--- src/rtl/psg_pkg.sv ---
// psg_pkg: shared constants and types for the SN76489-compatible PSG.
//   CLK_DIV     default clk cycles per PSG tick
//   LFSR_SEED   value loaded into the noise shift register on reset / noise ctrl write
//   VOL_TBL     attenuation (0..15) to unsigned 14-bit amplitude, 15 is silent
//   NOISE_RATE  fixed noise counter reload values for ctrl[1:0] = 00/01/10
//   psg_ch_e    channel field of a latch byte
//   psg_type_e  register type field of a latch byte
package psg_pkg;

  localparam int unsigned CLK_DIV = 128;

  localparam logic [15:0] LFSR_SEED = 16'h8000;

  localparam logic [13:0] VOL_TBL [16] = '{
    14'd8191, 14'd6506, 14'd5168, 14'd4105,
    14'd3261, 14'd2590, 14'd2057, 14'd1634,
    14'd1298, 14'd1031, 14'd819,  14'd650,
    14'd516,  14'd410,  14'd326,  14'd0
  };

  localparam logic [9:0] NOISE_RATE [3] = '{10'h10, 10'h20, 10'h40};

  typedef enum logic [1:0] {
    CH_TONE0 = 2'd0,
    CH_TONE1 = 2'd1,
    CH_TONE2 = 2'd2,
    CH_NOISE = 2'd3
  } psg_ch_e;

  typedef enum logic {
    REG_TONE  = 1'b0,  // frequency for ch0-2, control for the noise channel
    REG_ATTEN = 1'b1
  } psg_type_e;

endpackage

--- src/rtl/psg_tone_gen.sv ---
// psg_tone_gen: one square-wave tone channel.
//   clk, reset  system clock, asynchronous active-high reset
//   tick        one-clk PSG tick enable from the prescaler
//   freq        10-bit half-period in ticks
//   out         square output; held at 1 while freq is 0 or 1 (DC level used for PCM)
module psg_tone_gen (
  input  logic       clk,
  input  logic       reset,
  input  logic       tick,
  input  logic [9:0] freq,
  output logic       out
);

  logic [9:0] counter_q, counter_d;
  logic       ff_q, ff_d;

  // A frequency change is not pushed into the counter; it takes effect at the
  // next natural reload.
  always_comb begin
    counter_d = counter_q;
    ff_d      = ff_q;
    if (tick) begin
      if (counter_q <= 10'd1) begin
        counter_d = freq;
        ff_d      = ~ff_q;
      end else begin
        counter_d = counter_q - 10'd1;
      end
    end
  end

  always_ff @(posedge clk or posedge reset) begin
    if (reset) begin
      counter_q <= '0;
      ff_q      <= 1'b0;
    end else begin
      counter_q <= counter_d;
      ff_q      <= ff_d;
    end
  end

  // The flip-flop keeps running underneath; only the visible level is forced.
  assign out = (freq <= 10'd1) ? 1'b1 : ff_q;

endmodule

--- src/rtl/sn76489_psg.sv ---
// sn76489_psg: SN76489-compatible PSG, 3 square tone channels + 1 LFSR noise
// channel, each with 4-bit attenuation, mixed into one signed 16-bit sample.
//   clk     system clock (28.63636 MHz)
//   reset   asynchronous, active-high
//   wrdata  register write byte (port $7F)
//   wren    write strobe: a byte is accepted on every clk edge where wren is
//           high, with wrdata valid in that same cycle; there is no back-pressure,
//           so one high cycle is exactly one write
//   sample  registered signed mix of all four channels
module sn76489_psg
  import psg_pkg::*;
#(
  parameter int unsigned CLK_DIV = psg_pkg::CLK_DIV
) (
  input  logic               clk,
  input  logic               reset,
  input  logic [7:0]         wrdata,
  input  logic               wren,
  output logic signed [15:0] sample
);

  localparam int PW = $clog2(CLK_DIV);

  // ---------------------------------------------------------------- prescaler
  logic [PW-1:0] presc_q, presc_d;
  logic          tick;

  assign tick    = (presc_q == PW'(CLK_DIV - 1));
  assign presc_d = tick ? '0 : presc_q + PW'(1);

  // ------------------------------------------------------------ register file
  logic [9:0] freq_q  [3];
  logic [9:0] freq_d  [3];
  logic [3:0] atten_q [4];
  logic [3:0] atten_d [4];
  logic [2:0] nctrl_q, nctrl_d;
  psg_ch_e    latch_ch_q, latch_ch_d;
  psg_type_e  latch_type_q, latch_type_d;

  logic       is_latch;
  psg_ch_e    wr_ch;
  psg_type_e  wr_type;
  logic       noise_wr;

  // A latch byte selects its own target; a data byte goes to the last latched one.
  assign is_latch = wrdata[7];
  assign wr_ch    = is_latch ? psg_ch_e'(wrdata[6:5]) : latch_ch_q;
  assign wr_type  = is_latch ? psg_type_e'(wrdata[4]) : latch_type_q;

  always_comb begin
    for (int i = 0; i < 3; i++) freq_d[i] = freq_q[i];
    for (int i = 0; i < 4; i++) atten_d[i] = atten_q[i];
    nctrl_d      = nctrl_q;
    latch_ch_d   = latch_ch_q;
    latch_type_d = latch_type_q;
    noise_wr     = 1'b0;
    if (wren) begin
      if (is_latch) begin
        latch_ch_d   = wr_ch;
        latch_type_d = wr_type;
      end
      if (wr_type == REG_ATTEN) begin
        atten_d[wr_ch] = wrdata[3:0];
      end else if (wr_ch == CH_NOISE) begin
        nctrl_d  = wrdata[2:0];
        noise_wr = 1'b1;
      end else begin
        for (int i = 0; i < 3; i++) begin
          if (wr_ch == psg_ch_e'(2'(i))) begin
            if (is_latch) freq_d[i][3:0] = wrdata[3:0];
            else          freq_d[i][9:4] = wrdata[5:0];
          end
        end
      end
    end
  end

  // ------------------------------------------------------------ tone channels
  logic [3:0] chan_out;

  for (genvar g = 0; g < 3; g++) begin : g_tone
    psg_tone_gen u_tone (
      .clk   (clk),
      .reset (reset),
      .tick  (tick),
      .freq  (freq_q[g]),
      .out   (chan_out[g])
    );
  end

  // ------------------------------------------------------------ noise channel
  logic [9:0]  ncnt_q, ncnt_d;
  logic        nff_q, nff_d;
  logic [15:0] lfsr_q, lfsr_d;
  logic [9:0]  noise_reload;
  logic        lfsr_in;

  always_comb begin
    case (nctrl_q[1:0])
      2'b00:   noise_reload = NOISE_RATE[0];
      2'b01:   noise_reload = NOISE_RATE[1];
      2'b10:   noise_reload = NOISE_RATE[2];
      default: noise_reload = freq_q[2];
    endcase
  end

  // ctrl[2] selects white noise (taps 0,3) over periodic (pure rotation).
  assign lfsr_in = nctrl_q[2] ? (lfsr_q[0] ^ lfsr_q[3]) : lfsr_q[0];

  always_comb begin
    ncnt_d = ncnt_q;
    nff_d  = nff_q;
    lfsr_d = lfsr_q;
    if (tick) begin
      if (ncnt_q <= 10'd1) begin
        ncnt_d = noise_reload;
        nff_d  = ~nff_q;
        // The register advances only on the rising edge of the noise flip-flop.
        if (!nff_q) lfsr_d = {lfsr_in, lfsr_q[15:1]};
      end else begin
        ncnt_d = ncnt_q - 10'd1;
      end
    end
    // Rewriting the noise control always restarts the sequence, even on a shift cycle.
    if (noise_wr) lfsr_d = LFSR_SEED;
  end

  assign chan_out[3] = lfsr_q[0];

  // -------------------------------------------------------------------- mixer
  logic signed [15:0] mix_sum;
  logic signed [15:0] amp;

  always_comb begin
    mix_sum = '0;
    amp     = '0;
    for (int i = 0; i < 4; i++) begin
      amp     = signed'({2'b00, VOL_TBL[atten_q[i]]});
      mix_sum = chan_out[i] ? (mix_sum + amp) : (mix_sum - amp);
    end
  end

  logic signed [15:0] sample_q;

  // ---------------------------------------------------------------- registers
  always_ff @(posedge clk or posedge reset) begin
    if (reset) begin
      presc_q      <= '0;
      for (int i = 0; i < 3; i++) freq_q[i] <= '0;
      for (int i = 0; i < 4; i++) atten_q[i] <= 4'hF;
      nctrl_q      <= 3'b000;
      latch_ch_q   <= CH_TONE0;
      latch_type_q <= REG_TONE;
      ncnt_q       <= '0;
      nff_q        <= 1'b0;
      lfsr_q       <= LFSR_SEED;
      sample_q     <= '0;
    end else begin
      presc_q      <= presc_d;
      for (int i = 0; i < 3; i++) freq_q[i] <= freq_d[i];
      for (int i = 0; i < 4; i++) atten_q[i] <= atten_d[i];
      nctrl_q      <= nctrl_d;
      latch_ch_q   <= latch_ch_d;
      latch_type_q <= latch_type_d;
      ncnt_q       <= ncnt_d;
      nff_q        <= nff_d;
      lfsr_q       <= lfsr_d;
      sample_q     <= mix_sum;
    end
  end

  assign sample = sample_q;

endmodule

--- config.mk ---
export PLATFORM = sky130hd
export DESIGN_NAME = sn76489_psg
export DESIGN_NICKNAME = d
export VERILOG_FILES = /design/src/rtl/psg_pkg.sv /design/src/rtl/psg_tone_gen.sv /design/src/rtl/sn76489_psg.sv
export SDC_FILE = /design/constraint.sdc
export NUM_CORES = 1
export LEC_CHECK = 0
export BUFFER_PORTS_ARGS = -buffer_cell sky130_fd_sc_hd__buf_2
export CAP_MARGIN = 20
export CORE_MARGIN = 2
export CORE_UTILIZATION = 60
export DETAILED_ROUTE_END_ITERATION = 6
export GPL_TIMING_DRIVEN = 1
export HOLD_SLACK_MARGIN = 0.15
export PLACE_DENSITY_LB_ADDON = 0.12
export SYNTH_ARGS = -nofsm -noshare
export SYNTH_HDL_FRONTEND = slang
export SYNTH_SLANG_ARGS = --single-unit
--- constraint.sdc ---
create_clock -name clk -period 10 [get_ports clk]
set_clock_uncertainty 0.1 [all_clocks]
set_input_delay 0.5 -clock clk [delete_from_list [all_inputs] [get_ports clk]]
set_output_delay 0.5 -clock clk [all_outputs]
set_load 0.01 [all_outputs]
==> out/summary.txt, run 1 <==
Post-Syn Instances: 1180
cell with the most instances after synthesis: dfrtp_1
Worst Path Arrival: 7070 ps
area grow syn2layout: 8.42%
Reg-to-Reg Start: atten_q[9]
RSZ-0062 raised after global routing: false
critical path endpoint: sample[15]
Synth Warn #: 0
clk slew on worst S/H paths: 60 ps
Syn Nets: 1270
Core Area: 0.0171 mm2
period utilization: 68.8%
IO Port Bufs: 26
post-cts sizing count: 0
top layer used by detailed routing: met4
DP HPWL: 16500 um
Initial Util: 60.5%
Routability Congestion: 0.885
family with the most delay on the worst path: compound AO/OA/AOI/OAI gates
Final min period: 6880 ps
Setup WS pre-CTS: 3220 ps
DRT Wirelength: 22800 um
Hold WC Path Type: in2reg
cell area after synthesis: 0.0104 mm2
critical path's largest stage delay: 630 ps
mux contribution to synthesized area: 7.32%
R2R Setup Slk: 3120 ps
worst skew pair latency: 420 ps
Startpoint Class: register
# DRC: 0
post-synthesis register bit count: 135
metal3 WL: 799 um
Setup violations, final: 0
total number of vias: 8538
area leader, netlist: dfrtp_1
post-route insts no fill: 1424
DRT Pass-1 Iters: 5
Iter 0 DRT Violations: 586
first-pass GRT wire length: 38200 um
nets@finish: 1275
FFs w/ async S/R, synth: 100%
Avg Cell Area, Syn: 8.78 um2
Compound-Gate Fraction of Synth Area: 21.2%
predominant post-synthesis flop cell: dfrtp_1
combinational family with the most area after synthesis: compound AO/OA/AOI/OAI gates
sequential element share of the synthesized area: 32.8%
routed vias/inst: 6.00
worst setup margin: 3120 ps
Fillers: 1477
metal2 WL: 10800 um
routed length on met1: 10900 um
CTS max path bufs: 2
grt ovf: 0
ranking of synthesized cells by area: dfrtp_1, ha_1, mux2_2
CP endpoint kind: register
vias in the first global route: 7986
Worst path slowest cell: dfstp_2
min-delay src: wrdata[6]
placed cells: 1389
initial antenna violation count: 1
worst setup path class: reg2reg
Die Wd: 135 um
area share of fa/ha/maj cells after synthesis: 9.75%
Worst Tran Pin Value: 983 ps
CTS Sinks: 135
count of final max-slew check failures: 0
share of layout cells above drive strength 1: 12.7%
die area: 0.0183 mm2
Crit. path cell count: 28
Setup crit start: atten_q[9]
Fmax achieved: 145 MHz
Worst Path Buf+Inv: 2
Worst EP required: 10190 ps
status: finished, final reports clean
Root Driver: clkbuf_16
Commonest cells post-synth: dfrtp_1, nor2_1, a21oi_1, ha_1
CTS tree: built
Final Hold Fails: 0
relative slew slack: 34.0%
IO Pins: 27
Total GRT Usage: 25.8%
Final ANT Viol Nets: 0
Routed wire per std cell: 16.0 um
MaxCap Viol Count: 0
postcts setup bufs: 0
area share of the largest cell type after synthesis: 28.5%
Die Height: 135 um
num rows: 48
reg-to-reg endpoint: sample[15]
Post-Synth XOR/XNOR Area: 8.49%
simple-gate share of the synthesized area: 16.4%
Worst Reg-to-Reg Cells: 28
CTS buffer count: 17
number of synthesized flops with an enable pin: 0
final setup TNS: 0 ps
htree depth: 4
largest net degree at the start of global routing: 79
crit-path max FO: 10
Cell variety after synth: 84
[cell families after synthesis]
logic type,after synthesis
muxes,68
xor gates and xnor gates,98
AOI/OAI and AO/OA,343
and+or+nand+nor,351
DFF,135
adders and majority gates,79
buffers and inverters,106
[flip-flops by register name, indices dropped and copies added, names as in the netlist]
| name | flops |
|---|---|
| ncnt_q | 10 |
| latch_type_q | 1 |
| presc_q | 7 |
| nff_q | 1 |
| g_tone.u_tone.counter_q | 30 |
| freq_q | 30 |
| latch_ch_q | 2 |
| lfsr_q | 16 |
| atten_q | 16 |
| sample | 16 |
| g_tone.u_tone.ff_q | 3 |
| nctrl_q | 3 |
[routing by layer]
| metal | vias to the layer above | GRT usage (%) |
|---|---|---|
| li1 | 4280 | - |
| met3 | 23 | 4.64 |
| met4 | 0 | 7.06 |
| met5 | - | 0 |
| met2 | 173 | 40.9 |
| met1 | 4062 | 36.4 |
[cell type report]
cell class,instances,area (um2),area share [%]
Timing Repair Buffer,32,178,1.58
Clock inverter,9,128,1.14
Tap cell,225,282,2.51
Multi-Input combinational cell,939,6550,58.3
Sequential cell,135,3400,30.3
Clock buffer,23,468,4.16
Antenna cell,1,2.50,0.0223
Inverter,60,231,2.06
[layout by cell type (no fill, tap or decap), types with 8 or more instances in the layout]
cell | synthesis | final
a31oi_1 | 15 | 15
or3_1 | 12 | 12
dfrtp_1 | 118 | 118
and3_1 | 8 | 8
nand2b_1 | 24 | 24
nand3_1 | 20 | 20
xor2_1 | 38 | 38
a21oi_1 | 103 | 103
buf_2 | 7 | 26
nand2_1 | 74 | 74
o211ai_1 | 9 | 9
inv_1 | 57 | 56
mux2_2 | 52 | 52
o21ai_1 | 8 | 8
xnor2_1 | 58 | 58
o22a_1 | 9 | 9
dfstp_2 | 17 | 17
o22ai_1 | 8 | 8
a22o_1 | 17 | 17
nor2b_1 | 15 | 15
mux2i_1 | 15 | 15
nor4_1 | 9 | 9
ha_1 | 76 | 76
clkbuf_16 | 0 | 17
nor2_1 | 113 | 112
a21o_1 | 17 | 17
o21ai_0 | 74 | 74
a22oi_1 | 10 | 10
nor3_1 | 41 | 41
[how the worst min path moves through the flow]
stage / end / slack (ps) / cells past startpoint
final: latch_ch_q[1] / 340 / 2
after global routing: latch_ch_q[1] / 340 / 2
after CTS: latch_ch_q[1] / 330 / 2
after detailed placement: presc_q[0] / 350 / 1
after global placement: presc_q[0] / 350 / 1
after floorplan: presc_q[0] / 330 / 1
[repair_timing]
action | CTS | global route
endpoints found under the hold margin | 56 | 0
setup endpoints to repair | 0 | 0
hold buffers | 1 | 0
[per-stage QoR]
| stage | utilization (%) | instance area, um2 | hold WS (ps) |
|---|---|---|---|
| after floorplan | - | 10400 | 333 |
| after global placement | 62.0 | 10600 | 348 |
| after detailed placement | 62.0 | 10600 | 354 |
| after CTS | 65.6 | 11200 | 332 |
| after global routing | 65.6 | 11200 | 336 |
| final | 65.6 | 11200 | 344 |
Power of run 1 is left out: the tool's default activity adds up to more than one toggle a clock period on the data nets, which glitch-free logic cannot reach.
==> inputs of run 2 (changes only) <==
- clock period: 10 -> 6.5 ns (I/O delays scaled with it)
==> run 2 against run 1 <==
- sequential cell count unchanged
- critical path type unchanged
- setup slack worse by 2800 ps
- die area unchanged
- hold slack lost 170 ps
- final cell count increased by 1.5%
- global-route usage up 0.41 points
- critical path depth is 2 higher
- fmax grew 10%
- cell area is 3.1% higher
- non-clock buffer count rose by 23
- wire length grew 3.0%
- via count is 1.3% higher
==> out/summary.txt, run 2 (synthesized netlist as in run 1, its figures left out) <==
CP endpoint kind: register (unchanged)
Fillers: 1369 (was 1477)
Die Wd: 135 um (unchanged)
Worst EP required: 6690 ps (was 10190 ps)
DRT Wirelength: 23500 um (was 22800 um)
Die Height: 135 um (unchanged)
CTS max path bufs: 2 (unchanged)
total number of vias: 8645 (was 8538)
initial antenna violation count: 0 (was 1)
Setup violations, final: 0 (unchanged)
Root Driver: clkbuf_16 (unchanged)
CTS tree: built (unchanged)
Routability Congestion: 0.890 (was 0.885)
area grow syn2layout: 11.8% (was 8.42%)
worst setup path class: reg2reg (unchanged)
Setup crit start: atten_q[8] (was atten_q[9])
worst skew pair latency: 420 ps (about the same)
IO Port Bufs: 26 (unchanged)
DP HPWL: 16700 um (was 16500 um)
die area: 0.0183 mm2 (unchanged)
num rows: 48 (unchanged)
DRT Pass-1 Iters: 6 (was 5)
relative slew slack: 27.4% (was 34.0%)
routed vias/inst: 5.98 (was 6.00)
# diodes: 0 (was 1)
# DRC: 0 (unchanged)
nets@finish: 1298 (was 1275)
Initial Util: 60.5% (unchanged)
Routed wire per std cell: 16.2 um (was 16.0 um)
CTS Sinks: 135 (unchanged)
Hold WC Path Type: in2reg (unchanged)
clk slew on worst S/H paths: 60 ps (about the same)
IO Pins: 27 (unchanged)
Fmax achieved: 161 MHz (was 145 MHz)
Setup WS pre-CTS: -59.0 ps (was 3220 ps)
Final Hold Fails: 0 (unchanged)
Total GRT Usage: 26.2% (was 25.8%)
most frequent cells in the layout: dfrtp_1, nor2_1, a21oi_1, nand2_1, ha_1 (was dfrtp_1, nor2_1, a21oi_1, ha_1)
Final ANT Viol Nets: 0 (unchanged)
Core Area: 0.0171 mm2 (unchanged)
Startpoint Class: register (unchanged)
top flop regs: freq_q (30), g_tone.u_tone.counter_q (30) (unchanged)
share of layout cells above drive strength 1: 16.3% (was 12.7%)
most common cell after layout, fill and taps aside: dfrtp_1 (unchanged)
Worst Tran Pin Value: 1090 ps (was 983 ps)
Final min period: 6220 ps (was 6880 ps)
final setup TNS: 0 ps (unchanged)
worst setup margin: 277 ps (was 3120 ps)
crit-path max FO: 4 (was 10)
CTS buffer count: 17 (unchanged)
fin util: 67.7% (was 65.6%)
Iter 0 DRT Violations: 764 (was 586)
status: finished, final reports clean (unchanged)
Crit path top cell by count: ha_1
Worst path slowest cell: dfstp_2 (unchanged)
Worst Path Arrival: 6420 ps (was 7070 ps)
min-delay src: wrdata[4] (was wrdata[6])
htree depth: 4 (unchanged)
first-pass GRT wire length: 38800 um (was 38200 um)
largest net degree at the start of global routing: 77 (was 79)
grt ovf: 0 (unchanged)
vias in the first global route: 8015 (was 7986)
period utilization: 95.7% (was 68.8%)
Reg-to-Reg Start: atten_q[8] (was atten_q[9])
MaxCap Viol Count: 0 (unchanged)
critical path's largest stage delay: 530 ps (was 630 ps)
count of final max-slew check failures: 0 (unchanged)
## run 2: critical path, delay by kind of cell (launching register included)
family | cells | cell delay, ps
multiplexers | 1 | 70
flip-flops | 1 | 530
XOR/XNOR | 4 | 630
buffers and inverters | 2 | 160
adder cells (fa/ha/maj) | 5 | 1520
AND/OR/NAND/NOR | 6 | 840
AO/OA/AOI/OAI | 12 | 2260
## run 2: path summary, 6_finish.rpt
check	to	slack, ps	cells past startpoint
setup reg to reg	sample[15]	280	30
setup / recovery	sample[15]	280	30
max in group asynchronous	g_tone[1].u_tone.counter_q[9]	4520	4
min in group asynchronous	sample[6]	400	3
hold / removal	freq_q[8]	170	2
hold reg to reg	presc_q[0]	360	1
## run 2: cell type report
type                       count  area (um2)  share of cell area [%]
clock buffer                  21         460                    3.98
multi-input combinational    939        6660                    57.5
clock inverter                11         198                    1.71
inverter                      60         231                    2.00
timing repair buffer          55         353                    3.05
tap                          225         282                    2.43
sequential                   135        3400                    29.4
## run 2: repair_timing
item,4_1_cts,5_1_grt
endpoints found under the setup margin,1,2
endpoints found under the hold margin,59,0
gates resized for setup,3,26
pin swaps,0,13
hold buffers,2,0
setup buffers,0,8
## run 2: per-layer routing
layer,up-vias,share of wire [%],routed length (um),GRT usage (%)
met4,0,1.3,298,6.54
met5,-,0,0,0
met1,4093,48,11200,37.2
met2,197,48,11200,42.4
met3,27,3.7,871,3.74
li1,4328,-,-,-
## run 2: per-stage QoR
stage / instances / instance area, um2 / hold WS (ps)
3_5_place_dp: 1404 / 10700 / 326
4_1_cts: 1438 / 11400 / 159
3_3_place_gp: 1404 / 10700 / 314
5_1_grt: 1446 / 11600 / 181
2_1_floorplan: 1180 / 10400 / 333
6_report: 1446 / 11600 / 174
Power of run 2 is left out for the same reason.
